<file path="src/rtl/bus_terminal_endpoint.sv">
// Bus terminal endpoint: a TX FIFO feeding the bus controller and an address-filtered RX FIFO
// feeding the host, with saturating event counters for rejected traffic.
module bus_terminal_endpoint #(
   parameter int          PCKG_SZ   = 32,
   parameter int          DEPTH     = 16,
   parameter logic [7:0]  ID        = 8'h00,
   parameter logic [7:0]  BROADCAST = 8'hFF,
   localparam int         AW        = $clog2(DEPTH),
   localparam int         CW        = $clog2(DEPTH) + 1
) (
   input  logic               clk,
   input  logic               reset,
   output logic               pndng,
   output logic [PCKG_SZ-1:0] D_pop,
   input  logic               pop,
   input  logic               push,
   input  logic [PCKG_SZ-1:0] D_push,
   input  logic               host_wr,
   input  logic [PCKG_SZ-1:0] host_wdata,
   output logic               host_full,
   input  logic               host_rd,
   output logic [PCKG_SZ-1:0] host_rdata,
   output logic               host_empty,
   output logic [CW-1:0]      tx_count,
   output logic [CW-1:0]      rx_count,
   output logic [7:0]         drop_cnt,
   output logic [7:0]         misroute_cnt,
   output logic [7:0]         underflow_cnt
);

   function automatic logic [7:0] sat_add(input logic [7:0] a, input logic [1:0] inc);
      logic [8:0] s;
      s = {1'b0, a} + {7'b0, inc};
      return s[8] ? 8'hFF : s[7:0];
   endfunction

   function automatic logic [CW-1:0] next_count(input logic [CW-1:0] c, input logic wr, input logic rd);
      logic [CW-1:0] r;
      case ({wr, rd})
         2'b10:   r = c + CW'(1);
         2'b01:   r = c - CW'(1);
         default: r = c;
      endcase
      return r;
   endfunction

   logic [PCKG_SZ-1:0] tx_mem_q [DEPTH];
   logic [PCKG_SZ-1:0] rx_mem_q [DEPTH];

   logic [AW-1:0] tx_wp_q, tx_wp_d, tx_rp_q, tx_rp_d;
   logic [AW-1:0] rx_wp_q, rx_wp_d, rx_rp_q, rx_rp_d;
   logic [CW-1:0] tx_cnt_q, tx_cnt_d, rx_cnt_q, rx_cnt_d;
   logic [7:0]    drop_q, drop_d, mis_q, mis_d, und_q, und_d;

   logic [7:0] tx_dest, rx_dest;
   logic       tx_full, rx_full, tx_nonempty, rx_nonempty;
   logic       tx_pop_ok, tx_self, tx_wr_ok, tx_underflow;
   logic       rx_rd_ok, rx_addr_ok, rx_mis, rx_wr_ok, rx_drop;

   always_comb begin
      tx_dest      = host_wdata[PCKG_SZ-1 -: 8];
      rx_dest      = D_push[PCKG_SZ-1 -: 8];
      tx_full      = (tx_cnt_q == CW'(DEPTH));
      rx_full      = (rx_cnt_q == CW'(DEPTH));
      tx_nonempty  = (tx_cnt_q != '0);
      rx_nonempty  = (rx_cnt_q != '0);

      tx_pop_ok    = pop && tx_nonempty;
      tx_underflow = pop && !tx_nonempty;
      tx_self      = host_wr && (tx_dest == ID);
      // A full FIFO still takes a write when the head leaves in the same cycle.
      tx_wr_ok     = host_wr && !tx_self && (!tx_full || tx_pop_ok);

      rx_rd_ok     = host_rd && rx_nonempty;
      rx_addr_ok   = (rx_dest == ID) || (rx_dest == BROADCAST);
      rx_mis       = push && !rx_addr_ok;
      rx_wr_ok     = push && rx_addr_ok && (!rx_full || rx_rd_ok);
      rx_drop      = push && rx_addr_ok && rx_full && !rx_rd_ok;

      tx_wp_d  = tx_wr_ok  ? tx_wp_q + AW'(1) : tx_wp_q;
      tx_rp_d  = tx_pop_ok ? tx_rp_q + AW'(1) : tx_rp_q;
      rx_wp_d  = rx_wr_ok  ? rx_wp_q + AW'(1) : rx_wp_q;
      rx_rp_d  = rx_rd_ok  ? rx_rp_q + AW'(1) : rx_rp_q;
      tx_cnt_d = next_count(tx_cnt_q, tx_wr_ok, tx_pop_ok);
      rx_cnt_d = next_count(rx_cnt_q, rx_wr_ok, rx_rd_ok);

      // Self-send on TX and misroute on RX in the same cycle both count.
      mis_d    = sat_add(mis_q, {1'b0, tx_self} + {1'b0, rx_mis});
      drop_d   = sat_add(drop_q, {1'b0, rx_drop});
      und_d    = sat_add(und_q, {1'b0, tx_underflow});
   end

   always_ff @(posedge clk) begin
      if (!reset) begin
         tx_wp_q  <= '0;
         tx_rp_q  <= '0;
         rx_wp_q  <= '0;
         rx_rp_q  <= '0;
         tx_cnt_q <= '0;
         rx_cnt_q <= '0;
         drop_q   <= '0;
         mis_q    <= '0;
         und_q    <= '0;
      end else begin
         tx_wp_q  <= tx_wp_d;
         tx_rp_q  <= tx_rp_d;
         rx_wp_q  <= rx_wp_d;
         rx_rp_q  <= rx_rp_d;
         tx_cnt_q <= tx_cnt_d;
         rx_cnt_q <= rx_cnt_d;
         drop_q   <= drop_d;
         mis_q    <= mis_d;
         und_q    <= und_d;
      end
   end

   // Storage carries no reset; stale entries are unreachable once pointers and counts clear.
   always_ff @(posedge clk) begin
      if (reset && tx_wr_ok) tx_mem_q[tx_wp_q] <= host_wdata;
      if (reset && rx_wr_ok) rx_mem_q[rx_wp_q] <= D_push;
   end

   assign pndng         = tx_nonempty;
   assign D_pop         = tx_nonempty ? tx_mem_q[tx_rp_q] : '0;
   assign host_full     = tx_full;
   assign host_empty    = !rx_nonempty;
   assign host_rdata    = rx_nonempty ? rx_mem_q[rx_rp_q] : '0;
   assign tx_count      = tx_cnt_q;
   assign rx_count      = rx_cnt_q;
   assign drop_cnt      = drop_q;
   assign misroute_cnt  = mis_q;
   assign underflow_cnt = und_q;

endmodule

</file>
<file path="config.mk">
export PLATFORM = sky130hd
export DESIGN_NAME = bus_terminal_endpoint
export DESIGN_NICKNAME = d
export VERILOG_FILES = /design/src/rtl/bus_terminal_endpoint.sv
export SDC_FILE = /design/constraint.sdc
export NUM_CORES = 1
export LEC_CHECK = 0
export BUFFER_PORTS_ARGS = -buffer_cell sky130_fd_sc_hd__buf_2
export CORE_ASPECT_RATIO = 1.5
export CORE_MARGIN = 2
export CORE_UTILIZATION = 55
export CTS_BUF_LIST = sky130_fd_sc_hd__clkbuf_4 sky130_fd_sc_hd__clkbuf_8 sky130_fd_sc_hd__clkbuf_16
export CTS_CLUSTER_DIAMETER = 200
export DETAILED_ROUTE_END_ITERATION = 7
export MAX_ROUTING_LAYER = met4
export PLACE_DENSITY = 0.75
export SYNTH_ARGS = -nofsm -noshare
export SYNTH_HDL_FRONTEND = slang
export SYNTH_SLANG_ARGS = --single-unit
</file>
<file path="constraint.sdc">
create_clock -name clk -period 3.9 [get_ports clk]
set_input_delay 0.78 -clock clk [delete_from_list [all_inputs] [get_ports clk]]
set_output_delay 0.78 -clock clk [all_outputs]
set_load 0.01 [all_outputs]
</file>
# [Word level (Yosys, flattened, before mapping)]
# Memory sizes are Yosys's and may differ from the RTL's. A register that Yosys moved wholly into a read port is not among the register bits.
# Cells that the tools add are included.
[word_totals] register_bits=50 ramBits=1024 input_bits=70 output_inout_bits=101 elab_cells=74 mem_count=2
[mem_list] name="rx_mem_q" depth=16 word_bits=32 read_ports=1 rd_clocked_by_memory_dff=1 wr=1 line_no="48" text="logic [PCKG_SZ-1:0] rx_mem_q [DEPTH];"
[mem_list] name="tx_mem_q" depth=16 word_bits=32 read_ports=1 rd_clocked_by_memory_dff=1 wr=1 line_no="47" text="logic [PCKG_SZ-1:0] tx_mem_q [DEPTH];"
[classes] addsub=12 n_eq_ne=7 mux=15 reduce_logical=29
[ops] operator="$mux 32" n=2
[ops] operator="$mux 8" n=3
[ops] operator="$pmux 5 s2" n=2
[ops] operator="$add 8x1->9" n=2
[ops] operator="$add 4x1->4 const B" n=4
[ops] operator="$logic_not 8->1" n=2
[ops] operator="$mux 4" n=4
[ops] operator="$logic_and 1x1->1" n=13
[ops] operator="$add 5x1->5 const B" n=2
[ops] operator="$eq 5x5->1 const B" n=2
[ops] operator="$reduce_bool 5->1" n=2
[ops] operator="$sub 5x1->5 const B" n=2
[ops] operator="$add 8x2->9" n=1
[ops] operator="$eq 8x8->1 const B" n=1
[ops] operator="$logic_not 1->1" n=7
[ops] operator="$eq 2x1->1 const B" n=2
[ops] operator="$eq 2x2->1 const B" n=2
[ops] operator="$mux 1" n=4
[ops] operator="$reduce_bool 2->1" n=2
[ops] operator="$logic_or 1x1->1" n=3
[ops] operator="$add 1x1->2" n=1

# [Longest topological paths before layout]
# Gate-level depths: netlist of run 1.
[logic_depth] depth_word=8 mapped_depth=12 mapped_depth_nobuf=11

# [Worst setup path before layout of run 1]
# OpenSTA, ideal clock, no wires.
[synth_path] path_kind="input-to-reg" from="in host_wdata[28]" to="mem tx_mem_q[2][0] (enable)" setup_ps=461 t_arrival_ps=3652 t_required_ps=3439 path_slack_ps=-213 path_stages=6 n_path_buf=0 path_cell_list="or4_1 o21a_1 o21ai_0 nor2_1 nand2_1 nor3_1"
[synth_via] elab_chain_cells=8
[synth_lines] element="start, declared" line_no="19" text="input logic [PCKG_SZ-1:0] host_wdata,"
[synth_lines] element="$logic_not 8->1" line_no="70" text="tx_self = host_wr && (tx_dest == ID);"
[synth_lines] element="$logic_and 1x1->1" line_no="70"
[synth_lines] element="$logic_not 1->1" line_no="72" text="tx_wr_ok = host_wr && !tx_self && (!tx_full || tx_pop_ok);"
[synth_lines] element="$logic_and 1x1->1 (2 in a row)" line_no="72"
[synth_lines] element="$logic_and 1x1->1" line_no="119" text="if (reset && tx_wr_ok) tx_mem_q[tx_wp_q] <= host_wdata;"
[synth_lines] element="$mux 1" line_no="119"
[synth_lines] element="$mux 1 (implied by the code)" line_no="119"
[synth_lines] element="end, declared" line_no="47"
# No other way between the ends.

==> impl_metrics.tcl, run 1 <==
set metrics [dict create \
    status "complete, no violations" \
    post_route_cells_drive_above_1_share_pct 35.8 \
    post_drt_wl_per_cell_microns 29.2 \
    grt_max_degree 47 \
    detailroute.via_count 19900 \
    gr-total-overflow 0 \
    maxClockFrequency_ghz 0.265 \
    layout.nets 2212 \
    share_of_power_burned_in_registers_pct 46.6 \
    max_slew.worst_pin.slew_ps 933 \
    switching_share_pct 25.3 \
    via_count_of_the_first_global_routing_pass 21300 \
    power.internal_mw 20.9 \
    insertion_delay_ps 680 \
    critPathSlowestCell "mux4_2" \
    die_h_microns 341 \
    static-leakage-power_nw 15.2 \
    total_switching_power_mw 7.10 \
    cp_data_required_time_ps 3120 \
    pre_cts_slack_ps 66.5 \
    timing.final.crit_period_ps 3770 \
    yosysSeqAreaShare_pct 76.4 \
    detailedRoute.firstIterationViolations 2017 \
    worst_path_most_repeated_cell "mux4_2" \
    worst-path-buf-inv 2 \
    hpwlAfterDp_mm 52.7 \
    crit_chain "buf_16 -> mux4_2 -> mux4_2 -> nor2b_1 -> buf_2" \
    drc_violations_left 0 \
    synth-async-reset-ratio_pct 0 \
    hold_path_class "input pin to register" \
    synth_enable_flop_cells 1024 \
    buffer_cell_driving_the_clock_tree_root "clkbuf_16" \
    fp.dieW_microns 229 \
    num_rows 123 \
    critical_path_source_type "register" \
    worst-endpoint-arrival_ps 2990 \
    critPathCaptureType "output pin" \
    finalCritPeriodShare_pct 96.7 \
    cts_buffers 97 \
    postSynthNetCount 1942 \
    fillerInstances 4871 \
    drt_first_pass_iters 6 \
    via_per_inst 6.21 \
    critical-path-max-stage-delay_ps 600 \
    drv.max_cap_violation_count 0 \
    clock_sinks 1082 \
    htree_levels 3 \
    clkTransAtPathRegs_ps 60 \
    cts_tree "done" \
    numPortBuffers 170 \
    synth_top_flop_cell "edfxtp_1" \
    area_growth_pct 15.4 \
    grt_setup_unrepaired "no" \
    max_vdd_drop_uv 670 \
    coreArea_sq_um 75100 \
    pnr_worst_setup_slack_ps 131 \
    finalSetupTns_ps 0 \
    io_pins 171 \
    combPwrFrac_pct 18.7 \
    post_synthesis_area_per_instance_sq_um 22.6 \
    grt.total_usage_pct 25.1 \
    ys_ff_latch 1082 \
    totalPowerFinal_mw 28.0 \
    final.setup_skew_ps 25.3 \
    syn-cell-area_sq_um 41800 \
    timing.hold.ws_ps 479 \
    synth.lib_cells_used.distinct 48 \
    antenna_violations_before_repair 7 \
    gp_congestion 0.840 \
    global_route_wire_length_before_repair_mm 139 \
    final_max_slew_viol_count 0 \
    syn_inst 1850 \
    routed_wl_mm 93.6 \
    synth-warning-count 0 \
    fp.dieArea_sq_um 78200 \
    cts-root-to-sink-buffers 3 \
    max_slew_margin_pct 37.6 \
    number_of_hold_violations_in_the_final_report 0 \
    power_frac_clock_pct 34.7 \
    p_per_area_nw_per_um2 581 \
    setup.worst_path.class "register to output pin" \
    final-setup-viol-count 0 \
    initial_utilization_pct 55.6 \
    ant_nets 0 \
    crit_fanout 39 \
    worst_path_dominant_cell_family "multiplexers" \
]
## flip-flops by register name (all words and copies together), names as in the netlist, named ones only
signal	cells
rx_mem_q	512
tx_mem_q	512
drop_cnt	8
misroute_cnt	8
underflow_cnt	8
rx_count	5
tx_count	5
rx_rp_q	4
rx_wp_q	4
tx_rp_q	4
tx_wp_q	4
## per-layer routing
layer	global-route usage (%)	up-vias	part of all wire, %
li1	-	8298	-
met4	10.5	0	3.7
met1	28.7	10500	35
met5	-	-	0
met2	44.8	902	56
met3	3.31	197	6.0
## path summary, 6_finish.rpt
| path | from | end | slack [ps] | cells past startpoint |
|---|---|---|---|---|
| worst max-delay path | register | host_rdata[22] | 130 | 5 |
| worst min register to register | rx_rp_q[1] | register | 490 | 2 |
| worst max register to register | rx_count[1] | rx_count[4] | 690 | 11 |
| worst min-delay path | host_wdata[0] | tx_mem_q[11][0] | 480 | 1 |
## per-stage QoR
stage               util (%)  instances  area [sq um]
floorplan                  -       1850         41800
detailed placement      59.7       3017         44900
finish                  64.2       3207         48200
global route            64.2       3206         48200
global placement        59.7       3017         44900
CTS                     64.1       3201         48200
## synthesized netlist by cell type, types with 3 or more instances
library cell / count / share of area (%)
a211oi_1: 3 / 0.054
a21oi_1: 24 / 0.29
and2_1: 34 / 0.51
and3_1: 7 / 0.10
buf_1: 7 / 0.063
buf_2: 29 / 0.35
clkbuf_1: 52 / 0.47
dfxtp_1: 58 / 2.8
edfxtp_1: 1024 / 74
ha_1: 20 / 0.60
inv_1: 22 / 0.20
mux2i_1: 7 / 0.17
mux4_2: 320 / 17
nand2_1: 33 / 0.30
nand2b_1: 5 / 0.075
nand3_1: 8 / 0.096
nand3b_1: 3 / 0.054
nand4_1: 12 / 0.18
nor2_1: 63 / 0.57
nor2b_1: 34 / 0.51
nor3_1: 11 / 0.13
o21a_1: 6 / 0.11
o21ai_1: 4 / 0.048
or4_1: 5 / 0.090
xnor2_1: 16 / 0.34
xor2_1: 13 / 0.27
## layout by cell type (no fill, tap or decap), drive strengths merged, types with 2 or more instances in the layout
cell	netlist	layout
buf	36	259
and3	7	7
diode	0	6
ha	20	20
nand3	8	8
o211a	2	2
clkinvlp	0	6
a211oi	3	3
o21ai	7	7
and4b	2	2
nor3	11	11
clkbuf	52	120
mux4	320	320
o221ai	2	2
nand3b	4	4
clkinv	0	38
a21oi	24	24
dfxtp	58	58
nand2	33	33
edfxtp	1024	1024
xnor2	16	16
fa	2	2
inv	22	27
a21o	2	2
nand2b	5	5
and2	34	34
a31o	2	2
or4	5	5
nand4	12	12
o21a	6	6
nor2	64	64
nor2b	34	34
xor2	13	13
bufinv	0	11
or2	2	2
mux2i	8	8
## power by group through the flow
stage               clock network (mW)  logic (mW)  registers [mW]
floorplan                            0        3.43            13.2
global placement                     0        5.12            13.3
detailed placement                   0        5.21            13.3
CTS                               9.87        5.31            13.1
global route                      10.3        5.59            13.1
finish                            9.72        5.23            13.1
## repair_timing
action                     CTS  global route
setup buffers                4             0
resized for setup            0             1
hold endpoints to repair     0             0
gates cloned                 0             0
hold buffers                 0             0
setup endpoints to repair    1             2
## cell type report
cell class                 instances  area [sq um]  share of cell area (%)
timing repair buffer             259          2010                    4.18
multi-input combinational        658          9630                    20.0
clock buffer                     120          2640                    5.48
tap                             1000          1250                    2.60
clock inverter                    60           626                    1.30
inverter                          22          82.6                   0.171
sequential                      1082         31900                    66.3
antenna                            6          15.0                  0.0312
## cell families after synthesis
kind of cell    after synthesis  synth area share (%)
compound gates               55                 0.932
xor+xnor                     29                 0.608
fa+ha+maj                    22                 0.695
buf+inv                     110                  1.08
flops                      1082                  76.4
mux                         328                  17.5
simple gates                224                  2.80
(Power assumes the default switching activity.)
==> run 2, diff against run 1 <==
--- a/config.mk
+++ b/config.mk
@@ -8,12 +8,13 @@
 export BUFFER_PORTS_ARGS = -buffer_cell sky130_fd_sc_hd__buf_2
 export CORE_ASPECT_RATIO = 1.5
 export CORE_MARGIN = 2
-export CORE_UTILIZATION = 55
+export CORE_UTILIZATION = 30
 export CTS_BUF_LIST = sky130_fd_sc_hd__clkbuf_4 sky130_fd_sc_hd__clkbuf_8 sky130_fd_sc_hd__clkbuf_16
 export CTS_CLUSTER_DIAMETER = 200
 export DETAILED_ROUTE_END_ITERATION = 7
 export MAX_ROUTING_LAYER = met4
-export PLACE_DENSITY = 0.75
+export PLACE_DENSITY = 0.56
+export SKIP_LAST_GASP = 1
 export SYNTH_ARGS = -nofsm -noshare
 export SYNTH_HDL_FRONTEND = slang
 export SYNTH_SLANG_ARGS = --single-unit
==> impl_metrics.tcl, run 2 (synthesis results as in run 1) <==
set metrics [dict create \
    status "complete, no violations" \
    clkTransAtPathRegs_ps 60 \
    setup.reg_to_reg.worst_slack_ps 670 \
    insertion_delay_ps 700 \
    fp.dieArea_sq_um 142000 \
    drt_first_pass_iters 5 \
    worst-path-buf-inv 2 \
    detailroute.via_count 19700 \
    grt_setup_unrepaired "yes" \
    final_common_cell "edfxtp_1" \
    fp.dieW_microns 309 \
    final_util_pct 35.9 \
    timing.final.crit_period_ps 3820 \
    total_switching_power_mw 7.37 \
    grt_max_degree 72 \
    layout.nets 2230 \
    share_of_power_burned_in_registers_pct 45.7 \
    fillerInstances 12600 \
    gr-total-overflow 0 \
    hpwlAfterDp_mm 60.5 \
    detailedRoute.firstIterationViolations 1570 \
    timing.hold.ws_ps 291 \
    via_per_inst 4.82 \
    cp_data_required_time_ps 3120 \
    finalCritPeriodShare_pct 97.8 \
    grt.total_usage_pct 14.4 \
    ant_nets 0 \
    crit_chain "buf_16 -> mux4_2 -> mux4_2 -> nor2b_1 -> buf_2" \
    clock_sinks 1082 \
    worst-endpoint-arrival_ps 3040 \
    largest_registers "rx_mem_q (512), tx_mem_q (512)" \
    critical_path_source_type "register" \
    pre_cts_slack_ps 144 \
    critPathSlowestCell "mux4_2" \
    post_drt_wl_per_cell_microns 24.2 \
    initial_utilization_pct 30.2 \
    cts_buffers 101 \
    worst_path_most_repeated_cell "mux4_2" \
    cts-root-to-sink-buffers 3 \
    final-setup-viol-count 0 \
    power_frac_clock_pct 35.7 \
    max_slew_margin_pct 31.3 \
    pnr_worst_setup_slack_ps 84.5 \
    drc_violations_left 0 \
    postLayoutCellArea_sq_um 49500 \
    p_per_area_nw_per_um2 576 \
    io_pins 171 \
    worst_path_dominant_cell_family "multiplexers" \
    post_route_cells_drive_above_1_share_pct 36.6 \
    die_h_microns 461 \
    max_slew.worst_pin.slew_ps 1030 \
    num_rows 167 \
    layout_common_cells "1,024 x edfxtp_1, 320 x mux4_2, 170 x buf_2" \
    finalSetupTns_ps 0 \
    combPwrFrac_pct 18.6 \
    gp_congestion 0.784 \
    power.internal_mw 21.2 \
    drv.max_cap_violation_count 0 \
    hold_path_class "input pin to register" \
    htree_levels 3 \
    cts_tree "done" \
    buffer_cell_driving_the_clock_tree_root "clkbuf_16" \
    setup.worst_path.class "register to output pin" \
    routed_wl_mm 99.2 \
    critPathCaptureType "output pin" \
    coreArea_sq_um 138000 \
    number_of_hold_violations_in_the_final_report 0 \
    critical-path-max-stage-delay_ps 590 \
    place_area_sq_um 46000 \
    antenna_violations_before_repair 7 \
    max_vdd_drop_uv 429 \
    static-leakage-power_nw 15.4 \
    numPortBuffers 170 \
    crit_fanout 44 \
    final.setup_skew_ps 27.8 \
    final_max_slew_viol_count 0 \
    maxClockFrequency_ghz 0.262 \
    via_count_of_the_first_global_routing_pass 21300 \
    switching_share_pct 25.8 \
    area_growth_pct 18.6 \
    global_route_wire_length_before_repair_mm 146 \
]
[run 2: repair_timing]
item / in CTS / in global routing
hold buffers: 0 / 0
endpoints found under the setup margin: 40 / 15
gates resized for setup: 2 / 2
setup buffers: 3 / 0
[run 2: cell type report]
cell class	count	area, sq um	share of cell area (%)
sequential	1082	31900	64.5
multi-input combinational	658	9630	19.5
clock buffer	116	2650	5.34
tap	1859	2330	4.70
timing repair buffer	273	2070	4.18
clock inverter	75	816	1.65
inverter	22	82.6	0.167
antenna	6	15.0	0.0303
[run 2: worst register-to-register path, stage by stage (launching register included)]
cell      delay, ps
dfxtp_1         390
or4_1           760
nor2_4          240
nor2_1          180
nand2_1         150
xnor2_1         130
ha_1            220
o221ai_1        170
a221oi_1        430
a311oi_2        110
a211oi_1        270
nand3b_1        140
[run 2: path summary, 6_finish.rpt]
path / startpoint / endpoint / depth (start not counted)
hold reg to reg: tx_rp_q[1] / register / 2
setup reg to reg: rx_count[1] / rx_count[4] / 11
hold / removal: D_push[28] / rx_mem_q[14][28] / 1
setup / recovery: register / host_rdata[2] / 5
[run 2: metal layers]
metal / vias up / global-route usage, % / part of all wire [%]
met5: - / - / 0
met4: 0 / 4.39 / 2.3
met3: 157 / 2.07 / 5.0
met2: 628 / 26.0 / 54
met1: 10600 / 16.5 / 39
li1: 8358 / - / -
[run 2: per-stage QoR]
step	power [mW]	std cells
after floorplan	16.6	1850
after global placement	18.6	3891
after detailed placement	18.7	3891
after CTS	28.9	4085
after global routing	29.6	4090
final	28.5	4091
[run 2: power groups by stage]
stage / Combinational [mW] / Clock (mW) / Sequential, mW
2_1_floorplan: 3.43 / 0 / 13.2
3_3_place_gp: 5.29 / 0 / 13.3
3_5_place_dp: 5.35 / 0 / 13.3
4_1_cts: 5.45 / 10.4 / 13.0
5_1_grt: 5.74 / 10.9 / 13.1
6_report: 5.32 / 10.2 / 13.0
==> run 3, diff against run 2 <==
--- a/config.mk
+++ b/config.mk
@@ -8,12 +8,12 @@
 export BUFFER_PORTS_ARGS = -buffer_cell sky130_fd_sc_hd__buf_2
 export CORE_ASPECT_RATIO = 1.5
 export CORE_MARGIN = 2
-export CORE_UTILIZATION = 30
+export CORE_UTILIZATION = 55
 export CTS_BUF_LIST = sky130_fd_sc_hd__clkbuf_4 sky130_fd_sc_hd__clkbuf_8 sky130_fd_sc_hd__clkbuf_16
 export CTS_CLUSTER_DIAMETER = 200
 export DETAILED_ROUTE_END_ITERATION = 7
 export MAX_ROUTING_LAYER = met4
-export PLACE_DENSITY = 0.56
+export PLACE_DENSITY = 0.85
 export SKIP_LAST_GASP = 1
 export SYNTH_ARGS = -nofsm -noshare
 export SYNTH_HDL_FRONTEND = slang
==> impl_metrics.tcl, run 3 (synthesis results as in run 1) <==
set metrics [dict create \
    met3WireLength_mm 8.33 \
    place_area_sq_um 44900 \
    global_route_wire_length_before_repair_mm 150 \
    totalPowerFinal_mw 28.1 \
    detailroute.via_count 20900 \
    buffer_cell_driving_the_clock_tree_root "clkbuf_16" \
    final.setup_skew_ps 21.7 \
    static-leakage-power_nw 15.2 \
    finalCritPeriodShare_pct 96.9 \
    endpoint "D_pop[11]" \
    clock_sinks 1082 \
    postLayoutCellArea_sq_um 48200 \
    critPathSlowestCell "mux4_2" \
    combPwrFrac_pct 19.1 \
    share_of_power_burned_in_registers_pct 46.3 \
    via_count_of_the_first_global_routing_pass 22000 \
    cts_buffers 94 \
    path_depth 5 \
    detailedRoute.firstIterationViolations 2352 \
    pre_cts_slack_ps 68.1 \
    htree_levels 3 \
    grt.total_usage_pct 27.3 \
    clkTransAtPathRegs_ps 70 \
    number_of_hold_violations_in_the_final_report 0 \
    power_frac_clock_pct 34.6 \
    final-setup-viol-count 0 \
    insertion_delay_ps 650 \
    finalSetupTns_ps 0 \
    pnr_worst_setup_slack_ps 120 \
    cp_data_required_time_ps 3120 \
    layout.nets 2201 \
    detailroute.wirelength.met2_mm 56.4 \
    setup.worst_path.class "register to output pin" \
    drv.max_cap_violation_count 0 \
    cts-root-to-sink-buffers 3 \
    final_common_cell "edfxtp_1" \
    dp.cells 3012 \
    hpwlAfterDp_mm 56.5 \
    final_max_slew_viol_count 0 \
    routed_wl_mm 102 \
    grt_max_degree 74 \
    p_per_area_nw_per_um2 584 \
    num_rows 123 \
    drt_first_pass_iters 8 \
    crit_chain "buf_16 -> mux4_2 -> mux4_2 -> and2_1 -> buf_2" \
    area_growth_pct 15.4 \
    grt_setup_unrepaired "yes" \
    io_pins 171 \
    post_cts_hold_buffer_count 0 \
    layout_common_cells "1,024 x edfxtp_1, 320 x mux4_2, 170 x buf_2" \
    highest_layer "met4" \
    worstReg2RegEnd "rx_count[4]" \
    timing.hold.ws_ps 362 \
    failing_checks "DRC" \
    via_per_inst 6.53 \
    gp_congestion 0.849 \
    power.internal_mw 20.8 \
    r2r_start "rx_count[1]" \
    total_switching_power_mw 7.30 \
    die_h_microns 341 \
    critical-path-max-stage-delay_ps 600 \
    fp.dieArea_sq_um 78200 \
    hold_path_class "input pin to register" \
    largest_registers "rx_mem_q (512), tx_mem_q (512)" \
    number_of_cells_traversed_by_the_worst_register_to_register_path 11 \
    critPathCaptureType "output pin" \
    switching_share_pct 25.9 \
    coreArea_sq_um 75100 \
    wl_on_met1_mm 33.7 \
    numPortBuffers 170 \
    worst-endpoint-arrival_ps 3000 \
    crit_fanout 44 \
    ant_nets 0 \
    status "complete, but fails checks" \
    critical_path_source_type "register" \
    initial_utilization_pct 55.6 \
    max_vdd_drop_uv 788 \
    worst_path_dominant_cell_family "multiplexers" \
    drc_violations_left 3 \
    post_drt_wl_per_cell_microns 32.0 \
    hold_depth 1 \
    cts_tree "done" \
    final_util_pct 64.2 \
    antenna_violations_before_repair 8 \
    post_route_cells_drive_above_1_share_pct 36.2 \
    fp.dieW_microns 229 \
    setup.reg_to_reg.worst_slack_ps 710 \
    final_cell_count_no_fill 3197 \
    worst_path_most_repeated_cell "mux4_2" \
    max_slew.worst_pin.slew_ps 957 \
    max_slew_margin_pct 36.0 \
    worst-path-buf-inv 2 \
    gr-total-overflow 0 \
    timing.final.crit_period_ps 3780 \
    maxClockFrequency_ghz 0.265 \
]
run 3: worst min-delay path by stage:
stage | startpoint | end | slack, ps
after floorplan | tx_rp_q[1] | register | 470
after global placement | rx_rp_q[1] | register | 480
after detailed placement | tx_rp_q[1] | register | 500
after CTS | host_wdata[30] | tx_mem_q[0][30] | 320
after global routing | host_wdata[30] | tx_mem_q[0][30] | 350
final | host_wdata[30] | tx_mem_q[0][30] | 360
run 3: what timing repair did:
action / CTS / global route
endpoints found under the hold margin: 0 / 0
gates resized for setup: 0 / 2
endpoints found under the setup margin: 0 / 12
buffers inserted: 0 / 1
run 3: layout make-up:
type                    count  area (sq um)
inverters                  22          82.6
diodes                      9          22.5
clock buffers             121          2650
clock inverters            54           584
repair buffers            251          2030
fillers                  4557         26900
multi-input cells         658          9630
well taps                1000          1250
flip-flops and latches   1082         31900
run 3: worst reg2reg max path, cell delays in order (launching register included):
cell and delay [ps]:
dfxtp_1 500, or4_1 390, nor2_4 60, nor2_1 510, nand2_1 180, xnor2_1 220
ha_1 240, o221ai_1 130, a221oi_1 380, a311oi_2 110, a211oi_1 290, nand3b_1 140
run 3: layer usage:
| layer | track usage (%) | vias to the layer above |
|---|---|---|
| met2 | 48.6 | 1362 |
| met3 | 4.96 | 265 |
| met5 | - | - |
| met4 | 10.1 | 0 |
| met1 | 30.9 | 11000 |
| li1 | - | 8281 |
run 3: power groups by stage:
stage	clock [mW]	combinational [mW]	sequential, mW
6_report	9.74	5.36	13.0
5_1_grt	10.2	5.69	13.1
4_1_cts	9.85	5.40	13.1
3_5_place_dp	0	5.30	13.3
3_3_place_gp	0	5.11	13.3
2_1_floorplan	0	3.43	13.2
